**config.mk**
```make
export PLATFORM = sky130hd
export DESIGN_NAME = id_pipe_flat
export DESIGN_NICKNAME = d
export VERILOG_FILES = /design/src/rtl/id_pipe_if.sv /design/src/rtl/id_pipe.sv /design/src/flat_wrapper.sv
export SDC_FILE = /design/constraint.sdc
export NUM_CORES = 1
export LEC_CHECK = 0
export ABC_AREA = 1
export ABC_CLOCK_PERIOD_IN_PS = 4310
export BUFFER_PORTS_ARGS = -buffer_cell sky130_fd_sc_hd__buf_2
export CELL_PAD_IN_SITES_DETAIL_PLACEMENT = 1
export CELL_PAD_IN_SITES_GLOBAL_PLACEMENT = 2
export CORE_UTILIZATION = 25
export DETAILED_ROUTE_END_ITERATION = 10
export PLACE_DENSITY_LB_ADDON = 0.1
export RECOVER_POWER = 50
export SYNTH_ARGS = -nofsm -noshare
export SYNTH_HDL_FRONTEND = slang
export SYNTH_SLANG_ARGS = --single-unit
```
**constraint.sdc**
```tcl
create_clock -name clk -period 4.31 [get_ports clk]
set_input_delay 0.431 -clock clk [delete_from_list [all_inputs] [get_ports clk]]
set_output_delay 0.431 -clock clk [all_outputs]
set_load 0.05 [all_outputs]
```
**src/rtl/id_pipe_if.sv**
```systemverilog
// Handshake and payload bundle between IF/ID, the decode stage and EX.
// The _i/_o suffixes are named from the decode stage's point of view.
interface id_pipe_if #(
  parameter int DATA_W   = 32,
  parameter int RADDR_W  = 5,
  parameter int ALUOP_W  = 8,
  parameter int ALUSEL_W = 3
);
  logic                in_valid_i;
  logic                in_ready_o;
  logic [31:0]         pc_i;
  logic [31:0]         inst_i;
  logic                out_valid_o;
  logic                out_ready_i;
  logic [ALUOP_W-1:0]  aluop_o;
  logic [ALUSEL_W-1:0] alusel_o;
  logic [DATA_W-1:0]   reg1_o;
  logic [DATA_W-1:0]   reg2_o;
  logic [RADDR_W-1:0]  wd_o;
  logic                wreg_o;
  logic [31:0]         pc_o;
  logic                inst_invalid_o;

  modport slave (
    input  in_valid_i, pc_i, inst_i, out_ready_i,
    output in_ready_o, out_valid_o, aluop_o, alusel_o, reg1_o, reg2_o,
           wd_o, wreg_o, pc_o, inst_invalid_o
  );

  modport master (
    output in_valid_i, pc_i, inst_i, out_ready_i,
    input  in_ready_o, out_valid_o, aluop_o, alusel_o, reg1_o, reg2_o,
           wd_o, wreg_o, pc_o, inst_invalid_o
  );
endinterface

```
**src/rtl/id_pipe.sv**
```systemverilog
// Decode stage: instruction decode, operand forwarding, load-use stall detection
// and the ID/EX pipeline register with valid/ready handshakes on both sides.
module id_pipe #(
  parameter int DATA_W  = 32,
  parameter int RADDR_W = 5,
  parameter int CNT_W   = 16
) (
  input  logic               clk,
  input  logic               rst,
  input  logic               flush_i,
  id_pipe_if.slave           bus,
  output logic               reg1_read_o,
  output logic               reg2_read_o,
  output logic [RADDR_W-1:0] reg1_addr_o,
  output logic [RADDR_W-1:0] reg2_addr_o,
  input  logic [DATA_W-1:0]  reg1_data_i,
  input  logic [DATA_W-1:0]  reg2_data_i,
  input  logic               ex_wreg_i,
  input  logic [RADDR_W-1:0] ex_wd_i,
  input  logic [DATA_W-1:0]  ex_wdata_i,
  input  logic               ex_is_load_i,
  input  logic               mem_wreg_i,
  input  logic [RADDR_W-1:0] mem_wd_i,
  input  logic [DATA_W-1:0]  mem_wdata_i,
  output logic [CNT_W-1:0]   stall_cnt_o
);
  localparam logic [7:0] EXE_NOP_OP = 8'b0000_0000;
  localparam logic [7:0] EXE_AND_OP = 8'b0010_0100;
  localparam logic [7:0] EXE_OR_OP  = 8'b0010_0101;
  localparam logic [7:0] EXE_XOR_OP = 8'b0010_0110;
  localparam logic [7:0] EXE_NOR_OP = 8'b0010_0111;
  localparam logic [7:0] EXE_SLL_OP = 8'b0111_1100;
  localparam logic [7:0] EXE_SRL_OP = 8'b0000_0010;
  localparam logic [7:0] EXE_SRA_OP = 8'b0000_0011;
  localparam logic [7:0] EXE_LW_OP  = 8'b1110_0011;

  localparam logic [2:0] EXE_RES_NOP   = 3'b000;
  localparam logic [2:0] EXE_RES_LOGIC = 3'b001;
  localparam logic [2:0] EXE_RES_SHIFT = 3'b010;
  localparam logic [2:0] EXE_RES_LOAD  = 3'b111;

  localparam logic [RADDR_W-1:0] ZERO_ADDR = {RADDR_W{1'b0}};
  localparam logic [CNT_W-1:0]   CNT_MAX   = {CNT_W{1'b1}};
  localparam logic [CNT_W-1:0]   CNT_ONE   = {{(CNT_W-1){1'b0}}, 1'b1};

  logic [5:0]         op_s, funct_s;
  logic [4:0]         sa_s;
  logic               re1_d, re2_d, wreg_d, invalid_d;
  logic [RADDR_W-1:0] wd_d;
  logic [7:0]         aluop_d;
  logic [2:0]         alusel_d;
  logic [DATA_W-1:0]  imm_d, reg1_d, reg2_d;
  logic               load_use_s, advance_s, take_s;

  logic               out_valid_q, wreg_q, invalid_q;
  logic [7:0]         aluop_q;
  logic [2:0]         alusel_q;
  logic [DATA_W-1:0]  reg1_q, reg2_q;
  logic [RADDR_W-1:0] wd_q;
  logic [31:0]        pc_q;
  logic [CNT_W-1:0]   stall_cnt_q;

  // Loads still in EX have no result yet, so they never forward.
  function automatic logic [DATA_W-1:0] pick_operand(
    input logic               re,
    input logic [RADDR_W-1:0] addr,
    input logic [DATA_W-1:0]  rdata,
    input logic [DATA_W-1:0]  imm,
    input logic               ex_wreg,
    input logic               ex_load,
    input logic [RADDR_W-1:0] ex_wd,
    input logic [DATA_W-1:0]  ex_wdata,
    input logic               mem_wreg,
    input logic [RADDR_W-1:0] mem_wd,
    input logic [DATA_W-1:0]  mem_wdata
  );
    if (!re) begin
      return imm;
    end else if (addr == ZERO_ADDR) begin
      return {DATA_W{1'b0}};
    end else if (ex_wreg && (ex_wd == addr) && !ex_load) begin
      return ex_wdata;
    end else if (mem_wreg && (mem_wd == addr)) begin
      return mem_wdata;
    end else begin
      return rdata;
    end
  endfunction

  assign op_s    = bus.inst_i[31:26];
  assign sa_s    = bus.inst_i[10:6];
  assign funct_s = bus.inst_i[5:0];

  always_comb begin
    re1_d     = 1'b0;
    re2_d     = 1'b0;
    wd_d      = bus.inst_i[15:11];
    wreg_d    = 1'b0;
    aluop_d   = EXE_NOP_OP;
    alusel_d  = EXE_RES_NOP;
    imm_d     = {DATA_W{1'b0}};
    invalid_d = 1'b1;
    if (bus.inst_i == 32'h0000_0000) begin
      invalid_d = 1'b0;
    end else begin
      case (op_s)
        6'b001101, 6'b001100, 6'b001110: begin
          re1_d     = 1'b1;
          imm_d     = {{(DATA_W-16){1'b0}}, bus.inst_i[15:0]};
          wd_d      = bus.inst_i[20:16];
          wreg_d    = 1'b1;
          alusel_d  = EXE_RES_LOGIC;
          invalid_d = 1'b0;
          case (op_s)
            6'b001100: aluop_d = EXE_AND_OP;
            6'b001110: aluop_d = EXE_XOR_OP;
            default:   aluop_d = EXE_OR_OP;
          endcase
        end
        6'b001111: begin
          re1_d     = 1'b1;
          imm_d     = {bus.inst_i[15:0], {(DATA_W-16){1'b0}}};
          wd_d      = bus.inst_i[20:16];
          wreg_d    = 1'b1;
          aluop_d   = EXE_OR_OP;
          alusel_d  = EXE_RES_LOGIC;
          invalid_d = 1'b0;
        end
        6'b100011: begin
          re1_d     = 1'b1;
          imm_d     = {{(DATA_W-16){bus.inst_i[15]}}, bus.inst_i[15:0]};
          wd_d      = bus.inst_i[20:16];
          wreg_d    = 1'b1;
          aluop_d   = EXE_LW_OP;
          alusel_d  = EXE_RES_LOAD;
          invalid_d = 1'b0;
        end
        6'b000000: begin
          case (funct_s)
            6'b100100, 6'b100101, 6'b100110, 6'b100111: begin
              if (sa_s == 5'd0) begin
                re1_d     = 1'b1;
                re2_d     = 1'b1;
                wreg_d    = 1'b1;
                alusel_d  = EXE_RES_LOGIC;
                invalid_d = 1'b0;
                aluop_d   = {2'b00, funct_s};
              end else begin
                invalid_d = 1'b1;
              end
            end
            6'b000000, 6'b000010, 6'b000011: begin
              if (bus.inst_i[25:21] == 5'd0) begin
                re2_d     = 1'b1;
                imm_d     = {{(DATA_W-5){1'b0}}, sa_s};
                wreg_d    = 1'b1;
                alusel_d  = EXE_RES_SHIFT;
                invalid_d = 1'b0;
                aluop_d   = (funct_s == 6'b000000) ? EXE_SLL_OP :
                            (funct_s == 6'b000010) ? EXE_SRL_OP : EXE_SRA_OP;
              end else begin
                invalid_d = 1'b1;
              end
            end
            6'b000100, 6'b000110, 6'b000111: begin
              re1_d     = 1'b1;
              re2_d     = 1'b1;
              wreg_d    = 1'b1;
              alusel_d  = EXE_RES_SHIFT;
              invalid_d = 1'b0;
              aluop_d   = (funct_s == 6'b000100) ? EXE_SLL_OP :
                          (funct_s == 6'b000110) ? EXE_SRL_OP : EXE_SRA_OP;
            end
            default: invalid_d = 1'b1;
          endcase
        end
        default: invalid_d = 1'b1;
      endcase
    end
  end

  assign reg1_read_o = re1_d;
  assign reg2_read_o = re2_d;
  assign reg1_addr_o = bus.inst_i[25:21];
  assign reg2_addr_o = bus.inst_i[20:16];

  assign reg1_d = pick_operand(re1_d, reg1_addr_o, reg1_data_i, imm_d, ex_wreg_i, ex_is_load_i,
                               ex_wd_i, ex_wdata_i, mem_wreg_i, mem_wd_i, mem_wdata_i);
  assign reg2_d = pick_operand(re2_d, reg2_addr_o, reg2_data_i, imm_d, ex_wreg_i, ex_is_load_i,
                               ex_wd_i, ex_wdata_i, mem_wreg_i, mem_wd_i, mem_wdata_i);

  assign load_use_s = bus.in_valid_i && ex_wreg_i && ex_is_load_i && (ex_wd_i != ZERO_ADDR) &&
                      ((re1_d && (ex_wd_i == reg1_addr_o)) || (re2_d && (ex_wd_i == reg2_addr_o)));
  assign advance_s  = !out_valid_q || bus.out_ready_i;
  assign take_s     = bus.in_valid_i && !load_use_s && !flush_i;
  assign bus.in_ready_o = advance_s && !load_use_s && !flush_i;

  // ID/EX register and stall counter; flush beats backpressure, bubbles carry no write.
  always_ff @(posedge clk or posedge rst) begin
    if (rst) begin
      out_valid_q <= 1'b0;
      wreg_q      <= 1'b0;
      invalid_q   <= 1'b0;
      aluop_q     <= EXE_NOP_OP;
      alusel_q    <= EXE_RES_NOP;
      reg1_q      <= {DATA_W{1'b0}};
      reg2_q      <= {DATA_W{1'b0}};
      wd_q        <= ZERO_ADDR;
      pc_q        <= 32'h0000_0000;
      stall_cnt_q <= {CNT_W{1'b0}};
    end else begin
      if (load_use_s && (stall_cnt_q != CNT_MAX)) begin
        stall_cnt_q <= stall_cnt_q + CNT_ONE;
      end
      if (flush_i) begin
        out_valid_q <= 1'b0;
        wreg_q      <= 1'b0;
        aluop_q     <= EXE_NOP_OP;
      end else if (advance_s) begin
        out_valid_q <= take_s;
        if (take_s) begin
          wreg_q    <= wreg_d;
          invalid_q <= invalid_d;
          aluop_q   <= aluop_d;
          alusel_q  <= alusel_d;
          reg1_q    <= reg1_d;
          reg2_q    <= reg2_d;
          wd_q      <= wd_d;
          pc_q      <= bus.pc_i;
        end else begin
          wreg_q    <= 1'b0;
          aluop_q   <= EXE_NOP_OP;
        end
      end
    end
  end

  assign bus.out_valid_o    = out_valid_q;
  assign bus.wreg_o         = wreg_q;
  assign bus.inst_invalid_o = invalid_q;
  assign bus.aluop_o        = aluop_q;
  assign bus.alusel_o       = alusel_q;
  assign bus.reg1_o         = reg1_q;
  assign bus.reg2_o         = reg2_q;
  assign bus.wd_o           = wd_q;
  assign bus.pc_o           = pc_q;
  assign stall_cnt_o        = stall_cnt_q;
endmodule
```
**src/flat_wrapper.sv**
```systemverilog
// flat-port wrapper written by rule: the top's interface ports become plain ports
module id_pipe_flat 
#(
  parameter int DATA_W  = 32,
  parameter int RADDR_W = 5,
  parameter int CNT_W   = 16
)
  (clk, rst, flush_i, reg1_read_o, reg2_read_o, reg1_addr_o, reg2_addr_o, reg1_data_i, reg2_data_i, ex_wreg_i, ex_wd_i, ex_wdata_i, ex_is_load_i, mem_wreg_i, mem_wd_i, mem_wdata_i, stall_cnt_o, bus_in_valid_i, bus_pc_i, bus_inst_i, bus_out_ready_i, bus_in_ready_o, bus_out_valid_o, bus_aluop_o, bus_alusel_o, bus_reg1_o, bus_reg2_o, bus_wd_o, bus_wreg_o, bus_pc_o, bus_inst_invalid_o);
  id_pipe_if #(.DATA_W(DATA_W), .RADDR_W(RADDR_W)) bus_i ();
  input  logic clk;
  input  logic rst;
  input  logic flush_i;
  output logic reg1_read_o;
  output logic reg2_read_o;
  output logic [RADDR_W-1:0] reg1_addr_o;
  output logic [RADDR_W-1:0] reg2_addr_o;
  input  logic [DATA_W-1:0] reg1_data_i;
  input  logic [DATA_W-1:0] reg2_data_i;
  input  logic ex_wreg_i;
  input  logic [RADDR_W-1:0] ex_wd_i;
  input  logic [DATA_W-1:0] ex_wdata_i;
  input  logic ex_is_load_i;
  input  logic mem_wreg_i;
  input  logic [RADDR_W-1:0] mem_wd_i;
  input  logic [DATA_W-1:0] mem_wdata_i;
  output logic [CNT_W-1:0] stall_cnt_o;
  input wire logic [$bits(bus_i.in_valid_i)-1:0] bus_in_valid_i;
  input wire logic [$bits(bus_i.pc_i)-1:0] bus_pc_i;
  input wire logic [$bits(bus_i.inst_i)-1:0] bus_inst_i;
  input wire logic [$bits(bus_i.out_ready_i)-1:0] bus_out_ready_i;
  output wire logic [$bits(bus_i.in_ready_o)-1:0] bus_in_ready_o;
  output wire logic [$bits(bus_i.out_valid_o)-1:0] bus_out_valid_o;
  output wire logic [$bits(bus_i.aluop_o)-1:0] bus_aluop_o;
  output wire logic [$bits(bus_i.alusel_o)-1:0] bus_alusel_o;
  output wire logic [$bits(bus_i.reg1_o)-1:0] bus_reg1_o;
  output wire logic [$bits(bus_i.reg2_o)-1:0] bus_reg2_o;
  output wire logic [$bits(bus_i.wd_o)-1:0] bus_wd_o;
  output wire logic [$bits(bus_i.wreg_o)-1:0] bus_wreg_o;
  output wire logic [$bits(bus_i.pc_o)-1:0] bus_pc_o;
  output wire logic [$bits(bus_i.inst_invalid_o)-1:0] bus_inst_invalid_o;
  assign bus_i.in_valid_i = bus_in_valid_i;
  assign bus_i.pc_i = bus_pc_i;
  assign bus_i.inst_i = bus_inst_i;
  assign bus_i.out_ready_i = bus_out_ready_i;
  assign bus_in_ready_o = bus_i.in_ready_o;
  assign bus_out_valid_o = bus_i.out_valid_o;
  assign bus_aluop_o = bus_i.aluop_o;
  assign bus_alusel_o = bus_i.alusel_o;
  assign bus_reg1_o = bus_i.reg1_o;
  assign bus_reg2_o = bus_i.reg2_o;
  assign bus_wd_o = bus_i.wd_o;
  assign bus_wreg_o = bus_i.wreg_o;
  assign bus_pc_o = bus_i.pc_o;
  assign bus_inst_invalid_o = bus_i.inst_invalid_o;
  id_pipe #(.DATA_W(DATA_W), .RADDR_W(RADDR_W), .CNT_W(CNT_W)) u_core (.clk(clk), .rst(rst), .flush_i(flush_i), .bus(bus_i), .reg1_read_o(reg1_read_o), .reg2_read_o(reg2_read_o), .reg1_addr_o(reg1_addr_o), .reg2_addr_o(reg2_addr_o), .reg1_data_i(reg1_data_i), .reg2_data_i(reg2_data_i), .ex_wreg_i(ex_wreg_i), .ex_wd_i(ex_wd_i), .ex_wdata_i(ex_wdata_i), .ex_is_load_i(ex_is_load_i), .mem_wreg_i(mem_wreg_i), .mem_wd_i(mem_wd_i), .mem_wdata_i(mem_wdata_i), .stall_cnt_o(stall_cnt_o));
endmodule
```
==> results of run 1 <==
-- cell usage after synthesis, types with 4 or more instances --
master	n
buf_2	7
buf_4	21
buf_6	11
clkbuf_1	44
dfrtp_1	131
inv_1	139
nand2_1	332
nand3_1	135
nand3b_1	27
nand4_1	79
nor2_1	54
nor2_4	4
nor3_1	10
o211ai_1	27
o21ai_0	37
o21ai_1	105
xnor2_1	4
xor2_1	17
-- power by group --
part,internal [mW],switching [mW]
Clock,0.897,0.649
Combinational,0.222,0.685
Sequential,1.31,0.0447
Total,2.43,1.38
-- metrics by stage --
stage | util (%) | hold slack [ns] | instances | power [mW] | cell area, um^2
global placement | 31.5 | 0.460 | 1953 | 2.30 | 10600
CTS | 33.3 | 0.139 | 1985 | 3.88 | 11200
finish | 33.1 | 0.216 | 1999 | 3.81 | 11100
global route | 33.1 | 0.223 | 1993 | 3.98 | 11100
detailed placement | 31.5 | 0.462 | 1953 | 2.31 | 10600
floorplan | - | 0.561 | 1220 | 1.98 | 8560
-- cell type report --
type | instances | area, um^2
tap | 448 | 561
clock buffer | 20 | 457
multi-input combinational | 858 | 4280
inverter | 142 | 533
sequential | 131 | 3280
fill | 4296 | 22500
clock inverter | 12 | 144
timing repair buffer | 374 | 1840
antenna | 14 | 35.0
-- critical path, cell delays in order --
cell      delay [ns]
buf_2           0.09
inv_1           2.00
clkbuf_2        0.84
-- final timing paths --
kind / endpoint / cells after the start / from
worst max register to register: u_core.stall_cnt_o[3]$_DFFE_PP0P_ / 7 / u_core.stall_cnt_o[0]$_DFFE_PP0P_
max in group clk: bus_in_ready_o / 14 / bus_inst_i[30]
min in group asynchronous: u_core.bus.reg1_o[27]$_DFFE_PP0P_ / 2 / rst
worst min-delay path: u_core.bus.pc_o[30]$_DFFE_PP0P_ / 3 / bus_pc_i[30]
worst max-delay path: u_core.bus.aluop_o[5]$_DFFE_PP0P_ / 3 / rst
worst min register to register: u_core.bus.reg1_o[1]$_DFFE_PP0P_ / 2 / u_core.bus.reg1_o[1]$_DFFE_PP0P_
-- logic make-up (layout without fill, tap and decap cells) --
logic type / after synthesis / in the layout / share of synthesized area [%]
other: 0 / 14 / 0
xor gates and xnor gates: 21 / 21 / 2.15
DFF: 131 / 131 / 38.3
buffers and inverters: 231 / 548 / 12.2
and+or+nand+nor: 657 / 657 / 35.7
adders and majority gates: 1 / 1 / 0.146
muxes: 1 / 1 / 0.117
AOI/OAI and AO/OA: 178 / 178 / 11.4
-- per-layer routing --
| layer | up-vias | global-route usage (%) | routed length, um |
|---|---|---|---|
| met4 | 14 | 7.35 | 794 |
| met3 | 55 | 5.78 | 2260 |
| met1 | 4442 | 30.2 | 18500 |
| met2 | 280 | 34.8 | 17600 |
| met5 | - | 0 | 88 |
| li1 | 4661 | - | - |
-- registers in the layout, indices dropped and copies added, names as in the netlist --
name	flops
u_core.bus.inst_invalid_o	1
u_core.bus.alusel_o	3
u_core.stall_cnt_o	16
u_core.bus.reg2_o	32
u_core.bus.wd_o	5
u_core.bus.reg1_o	32
u_core.bus.pc_o	32
u_core.bus.wreg_o	1
u_core.bus.out_valid_o	1
u_core.bus.aluop_o	8
==> run summary, run 1 <==
Clock-pin slew was measured on the worst setup and hold paths at 0.08 ns. Final sum of negative setup slack: 0 ns. The clock passes through at most 2 buffers. Timing would allow up to 0.338 GHz. The total overflow left after global routing is 0.

The maximum ir drop on the vdd rail is 265 uV. Setup repair after global routing left no endpoint under its margin. From bottom edge to top edge, the die measures 187 um. From left edge to right edge, the die measures 187 um. The total clock buffers created by CTS is 17. Number of vias per cell after detailed routing: 4.73.

The logs give 4 for the number of H-tree branching levels and 131 for the number of clock sinks. The worst register-to-register path has a setup slack of 2.03 ns. The initial core utilization was 25.5%; the proportion of register bits with asynchronous set or reset after synthesis was 100%.

The tools report the sum of routed wire length over all layers as 39300 um. The commonest non-fill, non-tap cell in the layout is nand2_1. The worst hold-check path type is in2reg. The flow ran to the end, but the final reports show violations. The classification of the worst setup path was in2async.

The run gives 59600 um as the global-route wire length before repair. For the total of max-cap violations, the log shows 1. The worst path meets setup with 1.35 ns of slack. Data on the critical path arrives at its endpoint at 3.45 ns. Detailed placement ended at an HPWL of 30400 um. Power spread over the standard cell area amounts to 342 nW/um^2.

The first detailed-routing pass took 4 iterations. In this run the remaining antenna-violating nets after routing total 0. After clock tree synthesis, the repair step resized 0 gates. The number of setup violations in the final report was 0. The buffer type at the clock tree root was clkbuf_16. STA classifies the critical path endpoint as an asynchronous set/reset pin.

The number of remaining DRC errors is 0. The final reports fail on capacitance limit, slew limit. In this run the worst path has a maximum fanout of 69.

The number of setup buffers added after CTS is 0. Summed over its instances, the top area cell type makes up 38.3% of the synthesized netlist area. The total count of hold-check failures in the final report was 0.

The number of antenna violations at the first check in global routing came out at 21. The dominant register cell in the synthesized netlist is dfrtp_1. The synthesized area per cell is 7.01 um^2, and the final worst-path cycle share is 68.7%. Number of hold buffers added after CTS: 0. The cell type with the largest total area after synthesis was dfrtp_1.

The tools report the global-route usage over all layers as 22.4%. The worst path in the final design needs a cycle of 2.96 ns, including I/O delays and setup. Initial detailed-routing violation count: 446. Number of cell rows: 67. The layout net count came out at 1735. The area growth from synthesis to layout was 30.0%.

Buffers placed on the I/O ports in this run total 353. Clock latency on the worst-skew pair, taken at its later pin, is 0.44 ns. The actual transition at the worst max-transition pin was 2.90 ns.

Timing analysis after detailed placement gives a worst setup slack of 1.25 ns. Number of synthesized flops with an enable pin: 0. The share of final-layout standard cells stronger than drive strength 1 was 23.3%. The floorplan step defined a die boundary enclosing 35000 um^2. The final RePlAce weighted congestion is 0.837, and the distinct cell type count of the synthesized netlist is 42. Entering global routing, the biggest net connects 92 pins. TritonCTS built the clock tree. The top cell types in the final layout, fill and taps aside, are 332 x nand2_1, 281 x buf_2, 139 x inv_1. The post-detailed-route wirelength per cell was 19.6 um.

The tools report the number of max-slew violations in the final report as 70. For the worst setup path, the data required time is 4.80 ns. The number of nets handed over by synthesis was 1431. The run gives 0.0194 ns as the clock skew.

The logs give 33600 um^2 for the placeable core region and 9452 for the vias after detailed routing. For this run, the number of Yosys warnings is 0. Summed over all cells, the static leakage comes to 5.63 nW. Headroom to the max-slew limit came out at -93.0%. Counting every instance in the synthesized netlist gives 1220. By area the synthesized netlist is led by dfrtp_1 38%, nand2_1 15%, nand3_1 7.9%. In this run the cell area of the synthesized design comes to 8560 um^2.

STA classifies the critical path startpoint as a primary input. In this run the count of I/O pins placed on the die edge is 354. For this run, the register share of the synthesized area comes to 38.3%.

The via count of the first global-routing pass is 9631, and the post-synthesis sequential element count is 131.
No activity file was read; power rests on OpenSTA's default activity.
==> run 2, diff against run 1 <==
Settings changed: ABC_CLOCK_PERIOD_IN_PS 4310 to 2800.
Clock period 4.31 ns to 2.8 ns, I/O delays scaled along.
==> run summary, run 2 (synthesized netlist as in run 1, its figures left out) <==
The data required time of the critical path came out at 2.52 ns. For this run, the top clock speed supported by timing is 0.415 GHz. Dividing the detail-routed via count by the number of cells gives 4.74. Ratio of total power to cell area: 505 nW/um^2. Routability-driven placement finished with a final weighted congestion of 0.876. TritonCTS built the clock tree. The flop-to-flop setup slack is 0.66 ns, and the post-placement worst setup slack is 0.380 ns. The final sum of negative setup slack is 0 ns. For the final database, setup skew stands at 0.0136 ns. The maximum fanout count along the critical path is 17. STA classifies the critical path endpoint as an output port.

Family with the most delay on the worst path: simple AND/OR/NAND/NOR gates. The logs give 10800 um^2 for the placed standard-cell area and 5.66 mW for the post-layout total power. Total clock buffers created by CTS: 17.

The count of buffers from port buffering is 353. The tools report the hold path startpoint as bus_pc_i[26]. The tools report the die outline area as 35000 um^2. The clock transition time at the flip-flop clock pins of the worst setup and hold paths is 0.06 ns, and the clock latency on the worst-skew pair is 0.45 ns. The number of primary I/O pins came out at 354. Traced cell by cell, the critical path runs through buf_2, inv_1, nor2_1, nand3_2, nand2_4, nor2_4, nand3_2, nand2_1, nand2_1, nand2_2, inv_1, nor2_1, buf_2. The worst setup path is of the in2out kind. The worst setup path is launched from a primary input.

Post-CTS timing repair inserted 0 buffers for setup. The post-detailed-route wirelength per cell works out to 19.5 um. Maximum ir drop on the vdd rail: 421 uV.

Startpoint of the lowest-slack register-to-register path: u_core.stall_cnt_o[0]$_DFFE_PP0P_. The worst-case clock buffer depth is 2, and the number of cell rows is 67. The run finished with clean final reports. The floorplan step set the die width to 187 um. After global routing the overflow that remains totals 0.

The number of cell instances on the worst register-to-register path is 7, and the worst slew slack as a fraction of its limit is 11.0%. The H-tree was split into 4 levels. The run gives 0.388 ns as the smallest setup slack after layout. Together, buffers and inverters on the worst path number 4.

For this run, design rule violations remaining after detail routing come to 0. The slowest stage of the critical path is the buf_2 cell. In this run the vertical extent of the chip is 187 um.

The clock period minus final worst setup slack works out to 2.41 ns. Detailed routing inserted a total of 9478 vias. The tools report the worst hold endpoint as u_core.bus.pc_o[26]$_DFFE_PP0P_.

The run gives 1744 as the layout net count. Setup repair after global routing left no endpoint under its margin. Counting instances, the worst hold path has a depth of 3. The post-cts resize count was 0; the initial detailed-routing violation count was 511. Placeable core region: 33600 um^2. Detailed placement finished with a half-perimeter wire length of 30400 um. For the endpoint arrival time on the critical path, the log shows 2.13 ns. The number of max-slew violations in the final report was 0. Summed over all layers, the routed wires come to 39000 um. Once the floorplan was initialized, standard cells occupied 25.5% of the core. The delay of the slowest cell on the worst path came out at 0.35 ns. The tools report the filler cell count in the final layout as 4355.

Leaving out fill and tap cells, the most frequent cells in the layout are 332 x nand2_1, 280 x buf_2, 138 x inv_1. Leaving out fill and tap cells, the most frequent cell in the layout is nand2_1. In this run the remaining antenna-violating nets after routing total 0. After layout, the worst path uses 86.1% of the clock period. The tools report the buffer type at the clock tree root as clkbuf_16.

The first global-routing pass estimated 59500 um of wire. Setup violations remaining at the end of the flow were counted as 0. The share of final-layout standard cells stronger than drive strength 1 was 23.8%. Summed over all cells, the static leakage comes to 5.66 nW. Compared with the post-synthesis result, the final layout area differs by 30.9%. The worst hold path belongs to the class in2reg. The tools report the global-route usage over all layers as 22.6%. Counting every sink on the clock net gives 131. Max-cap violations in this run came to 0.

The run gives 11200 um^2 as the final non-filler cell area. The worst register-to-register path ends at u_core.stall_cnt_o[14]$_DFFE_PP0P_. The number of antenna violations at the first check in global routing was 6.

The number of search-and-repair iterations in the first detailed-routing pass was 7; the actual transition at the worst max-transition pin was 1.33 ns. The via count of the first global-routing pass is 9688, and the maximum number of pins on one net before global-route repair is 82. The total count of hold-check failures in the final report is 0.
-- run 2: cell type report --
| class | count | area, um^2 | share of cell area (%) |
|---|---|---|---|
| multi-input combinational | 858 | 4280 | 38.2 |
| sequential | 131 | 3280 | 29.3 |
| timing repair buffer | 383 | 1990 | 17.8 |
| tap | 448 | 561 | 5.00 |
| inverter | 142 | 534 | 4.77 |
| clock buffer | 17 | 425 | 3.80 |
| clock inverter | 15 | 125 | 1.12 |
| antenna | 6 | 15.0 | 0.134 |
-- run 2: layer usage --
metal / up-vias / track usage (%) / wire length (um)
li1: 4664 / - / -
met1: 4528 / 30.8 / 18700
met3: 26 / 4.15 / 1750
met2: 256 / 36.5 / 18100
met4: 4 / 6.21 / 474
met5: - / 0 / 24
-- run 2: power by group --
part,internal [mW],switching (mW),total (mW)
combinational,0.356,1.05,1.41
sequential,2.01,0.0706,2.09
clock,1.15,1.02,2.17
-- run 2: worst max-delay path by stage --
stage,startpoint,to,slack (ns),depth (start not counted)
2_1_floorplan,bus_inst_i[31],u_core.bus.reg1_o[0]$_DFFE_PP0P_,0.32,13
3_3_place_gp,bus_inst_i[24],u_core.bus.reg2_o[21]$_DFFE_PP0P_,0.43,10
3_5_place_dp,bus_inst_i[24],u_core.bus.reg1_o[27]$_DFFE_PP0P_,0.38,11
4_1_cts,bus_inst_i[31],bus_in_ready_o,0.38,13
5_1_grt,bus_inst_i[31],bus_in_ready_o,0.22,13
6_report,bus_inst_i[31],bus_in_ready_o,0.39,13
-- run 2: through the flow --
step                hold WS, ns  utilization [%]  std cells
floorplan                 0.410                -       1220
global placement          0.413             32.0       1961
detailed placement        0.411             32.0       1961
CTS                      0.0266             33.6       1994
global route             0.0480             33.3       1997
finish                   0.0624             33.3       2000
-- run 2: what timing repair did --
action,CTS,global route
hold buffers,1,0
endpoints found under the hold margin,73,0
endpoints found under the setup margin,0,0
-- run 2: worst reg2reg max path, stage by stage, from the launching register on --
cell     delay [ns]
dfrtp_1        0.44
ha_1           0.27
nand3_1        0.18
nor2_1         0.21
nand3_1        0.22
nand2_1        0.50
nand2_1        0.12
o21ai_0        0.10
